==> src/rtl/pipeline_hazard_ctrl.sv <==
// Stall/flush sequencer for the 5-stage pipeline: freezes on dcache waits,
// squashes on mem-stage redirects, bubbles load-use and icache misses, drains halts.
module pipeline_hazard_ctrl #(
   parameter int unsigned DRAIN_CYCLES = 3,
   parameter int unsigned CNT_W        = 32
) (
   input  logic             CLK,
   input  logic             nRST,
   input  logic             ihit,
   input  logic             dhit,
   input  logic             mem_dren,
   input  logic             mem_dwen,
   input  logic             mem_redirect,
   input  logic             ex_dren,
   input  logic [4:0]       ex_wsel,
   input  logic [4:0]       dec_rs,
   input  logic [4:0]       dec_rt,
   input  logic             dec_uses_rt,
   input  logic             dec_halt,
   output logic             pc_en,
   output logic             fd_en,
   output logic             de_en,
   output logic             em_en,
   output logic             mw_en,
   output logic             fd_flush,
   output logic             de_flush,
   output logic             em_flush,
   output logic             halt,
   output logic [CNT_W-1:0] stall_cnt
);

   localparam int unsigned DW = (DRAIN_CYCLES < 2) ? 1 : $clog2(DRAIN_CYCLES + 1);

   typedef enum logic [1:0] {RUN, DRAIN, HALTED} state_t;

   state_t           r_state, w_state_nxt;
   logic [DW-1:0]    r_drain, w_drain_nxt;
   logic [CNT_W-1:0] r_stall_cnt;
   logic             w_dwait, w_luse;

   assign w_dwait = (mem_dren | mem_dwen) & ~dhit;
   assign w_luse  = ex_dren & (ex_wsel != 5'd0) &
                    ((ex_wsel == dec_rs) | (dec_uses_rt & (ex_wsel == dec_rt)));

   always_ff @(posedge CLK or negedge nRST) begin
      if (!nRST) begin
         r_state <= RUN;
         r_drain <= '0;
      end else begin
         r_state <= w_state_nxt;
         r_drain <= w_drain_nxt;
      end
   end

   always_comb begin
      w_state_nxt = r_state;
      w_drain_nxt = r_drain;
      pc_en       = 1'b0;
      fd_en       = 1'b0;
      de_en       = 1'b0;
      em_en       = 1'b0;
      mw_en       = 1'b0;
      fd_flush    = 1'b0;
      de_flush    = 1'b0;
      em_flush    = 1'b0;
      if (nRST) begin
         case (r_state)
            RUN, DRAIN: begin
               if (w_dwait) begin
                  // full freeze: mem holds, so a pending redirect is seen again next cycle
               end else if (mem_redirect) begin
                  {pc_en, fd_en, de_en, em_en, mw_en} = '1;
                  {fd_flush, de_flush, em_flush}      = '1;
                  if (r_state == DRAIN) begin
                     w_state_nxt = RUN;
                     w_drain_nxt = '0;
                  end
               end else if (r_state == DRAIN) begin
                  {fd_en, de_en, em_en, mw_en} = '1;
                  fd_flush    = 1'b1;
                  w_drain_nxt = r_drain - DW'(1);
                  if (r_drain == DW'(1))
                     w_state_nxt = HALTED;
               end else if (w_luse) begin
                  {de_en, em_en, mw_en} = '1;
                  de_flush = 1'b1;
               end else if (dec_halt | ~ihit) begin
                  {fd_en, de_en, em_en, mw_en} = '1;
                  fd_flush = 1'b1;
                  if (dec_halt) begin
                     w_state_nxt = DRAIN;
                     w_drain_nxt = DW'(DRAIN_CYCLES);
                  end
               end else begin
                  {pc_en, fd_en, de_en, em_en, mw_en} = '1;
               end
            end
            default: begin
            end
         endcase
      end
   end

   always_ff @(posedge CLK or negedge nRST) begin
      if (!nRST)
         r_stall_cnt <= '0;
      else if (!pc_en && r_state != HALTED && r_stall_cnt != '1)
         r_stall_cnt <= r_stall_cnt + CNT_W'(1);
   end

   assign halt      = (r_state == HALTED);
   assign stall_cnt = r_stall_cnt;

endmodule

==> config.mk <==
export PLATFORM = sky130hd
export DESIGN_NAME = pipeline_hazard_ctrl
export DESIGN_NICKNAME = d
export VERILOG_FILES = /design/src/rtl/pipeline_hazard_ctrl.sv
export SDC_FILE = /design/constraint.sdc
export NUM_CORES = 1
export LEC_CHECK = 0
export CAP_MARGIN = 0
export CELL_PAD_IN_SITES_DETAIL_PLACEMENT = 1
export CELL_PAD_IN_SITES_GLOBAL_PLACEMENT = 2
export CORE_ASPECT_RATIO = 0.6
export CORE_UTILIZATION = 28
export DETAILED_ROUTE_END_ITERATION = 12
export PLACE_DENSITY_LB_ADDON = 0.3
export SYNTH_ARGS = -nofsm -noshare
export SYNTH_HDL_FRONTEND = slang
export SYNTH_SLANG_ARGS = --single-unit
==> constraint.sdc <==
create_clock -name CLK -period 2.6 [get_ports CLK]
set_input_delay 0.52 -clock CLK [delete_from_list [all_inputs] [get_ports CLK]]
set_output_delay 0.52 -clock CLK [all_outputs]
set_load 0.05 [all_outputs]
==> flow_metrics.tcl <==
set metrics [dict create \
    status "completed" \
    gp_congestion 0.755 \
    wl_per_cell_um 15.7 \
    drt_pass1_iterations 4 \
    path_clk_slew_ps 60 \
    path_buf_inv 2 \
    synth_ff_type "dfrtp_1" \
    dpl.hpwl_um 4920 \
    cp_data_required_time_ps 2080 \
    fp.dieW_um 117 \
    critPathLaunchType "primary input" \
    start_util 0.297 \
    ys_seq_area_frac 0.408 \
    first_global_vias 2109 \
    yosys_warnings 0 \
    cts.path.max_buffers 2 \
    cts_buffers 5 \
    power_density_nw_per_um2 1070 \
    vias 1983 \
    port_buffers 65 \
    syn_inst 222 \
    path_class "primary input to output port" \
    drtIter0Drc 69 \
    nNetsFinal 336 \
    fin_total_pwr_uw 3620 \
    r2r_slack_ps 440 \
    syn_to_final_growth_pct 52.9 \
    yosysTopAreaCellShare 0.408 \
    vias_per_cell 4.79 \
    skew_ps 6.05 \
    synthesis.nets 249 \
    fp-row-count 24 \
    worst_slack_ps 55.9 \
    die-height_um 70.8 \
    multi_input_comb_area_um2 1270 \
    peakVddDrop_mv 0.569 \
    async_reset_ff_frac 1.00 \
    max_slew_margin 0.653 \
    synth_top_area_cell "dfrtp_1" \
    r2r-end "stall_cnt[10]" \
    setup_violations 0 \
    grt_pass1_wl_um 10900 \
    rsz0062_at_grt "false" \
    reg2reg_depth 6 \
    fin_cells 414 \
    layout-drive-gt1-share 0.274 \
    yosysMostFrequentCell "xor2_1" \
    clock_sinks 36 \
    endpoint "fd_flush" \
    cp.arrival_ps 2020 \
    clk_latency_ps 280 \
    tritoncts "yes" \
    seq_area_um2 901 \
    synth-seq-cells 36 \
    antenna_found_initial 0 \
    crit_fanout 4 \
    syn_area_um2 2210 \
    synth-edff-count 0 \
    synth.distinct_cells 43 \
    avgSynthCellArea_um2 9.95 \
    n_antenna_cell 0 \
    ant_nets 0 \
    pre_cts_slack_ps -410 \
    slew_violations 0 \
    max_freq_mhz 393 \
    rr_startpoint "stall_cnt[0]" \
    hold_viol_final 0 \
    period_needed_ps 2540 \
    min_path_type "primary input to async pin" \
    io_pins 66 \
    cp_cell_sequence "clkdlybuf4s50_1, xor2_1, nor2_1, a32oi_2, or2_4, nand2_1, a21oi_2, buf_12" \
    grt_max_degree 37 \
    drc 0 \
    synth_area_leaders "dfrtp_1 (41%), xor2_1 (15%), nor4_2 (5.1%), nand2_1 (3.4%), nand4_1 (2.8%)" \
    maxCapViolations 0 \
    worst_slew_pin_slew_ps 520 \
    die-area_um2 8260 \
    routed_wirelength_um 6510 \
    cp.depth 8 \
    grt_overflow 0 \
    cts_htree_levels 2 \
    period_share 0.979 \
    max_stage_delay_ps 470 \
    dp_cells 404 \
    power.leakage_uw 0.00144 \
    synthTopCellsByCount "xor2_1 (38), dfrtp_1 (36), nand2_1 (20), nor2_1 (15)" \
    end_kind "output port" \
    cts_hold_buf 0 \
    root_buffer "clkbuf_16" \
    startpoint "dec_rs[2]" \
    nFillCells 876 \
    core_area_um2 7450 \
    cp_top_family "buffers and inverters" \
    grt_use_total 0.172 \
    critPathSlowestCell "clkdlybuf4s50_1" \
]
sequential cells by signal (all words and copies together) (netlist names):
name	count
r_state	2
r_drain	2
stall_cnt	32
layer usage:
layer	vias up	track usage	share of wire
li1	965	-	-
met1	987	0.264	0.52
met2	29	0.252	0.45
met3	2	0.0326	0.029
met4	0	0.0253	0.0025
met5	-	0	0
what timing repair did:
| item | CTS | global route |
|---|---|---|
| setup endpoints to repair | 17 | 4 |
| gates resized for setup | 33 | 9 |
| buffers inserted | 2 | 0 |
| pin swaps | 12 | 11 |
cells by family after synthesis:
kind of cell    Yosys count  synth area share
compound gates           16            0.0521
xor+xnor                 41             0.169
fa+ha+maj                 2            0.0113
buf+inv                  16            0.0402
flops                    36             0.408
mux                       1           0.00510
simple gates            110             0.314
per-stage QoR:
step	util	instance area (um2)	hold slack, ps	setup TNS [ps]
4_1_cts	0.454	3380	348	0
3_5_place_dp	0.428	3190	484	-9310
3_3_place_gp	0.428	3190	473	-6000
5_1_grt	0.454	3380	363	0
2_1_floorplan	-	2220	224	0
6_report	0.454	3380	314	0
cell type report:
class / count / share of cell area
well taps: 104 / 0.0385
inverters: 4 / 0.00444
repair buffers: 92 / 0.270
flip-flops and latches: 36 / 0.267
multi-input cells: 170 / 0.377
clock inverters: 2 / 0.00296
clock buffers: 6 / 0.0411
cells in the final DEF (no fill, tap or decap), types with 3 or more instances in the layout:
cell / synthesis / layout
a21oi_2: 0 / 3
and3_1: 9 / 9
and4_1: 5 / 5
buf_12: 0 / 8
buf_2: 5 / 5
buf_4: 2 / 26
clkbuf_16: 0 / 5
clkdlybuf4s50_1: 0 / 43
dfrtp_1: 36 / 36
dlymetal6s2s_1: 0 / 4
inv_1: 4 / 4
nand2_1: 20 / 20
nand3_1: 11 / 11
nand4_1: 10 / 10
nor2_1: 15 / 13
nor2b_1: 3 / 3
nor3_1: 11 / 10
nor3_2: 6 / 7
nor4_2: 9 / 9
xnor2_2: 2 / 3
xor2_1: 38 / 37
where the power goes:
| part | total, uW | leakage [uW] | internal, uW | switching [uW] |
|---|---|---|---|---|
| logic | 2000 | 0.000974 | 740 | 1260 |
| registers | 1020 | 0.000391 | 754 | 262 |
| clock network | 601 | 0.0000766 | 377 | 224 |
how the worst min path moves through the flow:
stage	start	to	slack, ps	cells past startpoint
2_1_floorplan	nRST	r_drain[0]	220	0
3_3_place_gp	stall_cnt[13]	stall_cnt[13]	470	1
3_5_place_dp	stall_cnt[21]	stall_cnt[21]	480	1
4_1_cts	nRST	stall_cnt[5]	350	2
5_1_grt	nRST	stall_cnt[30]	360	2
6_report	nRST	stall_cnt[5]	310	2
No activity file was read; power rests on OpenSTA's default activity.
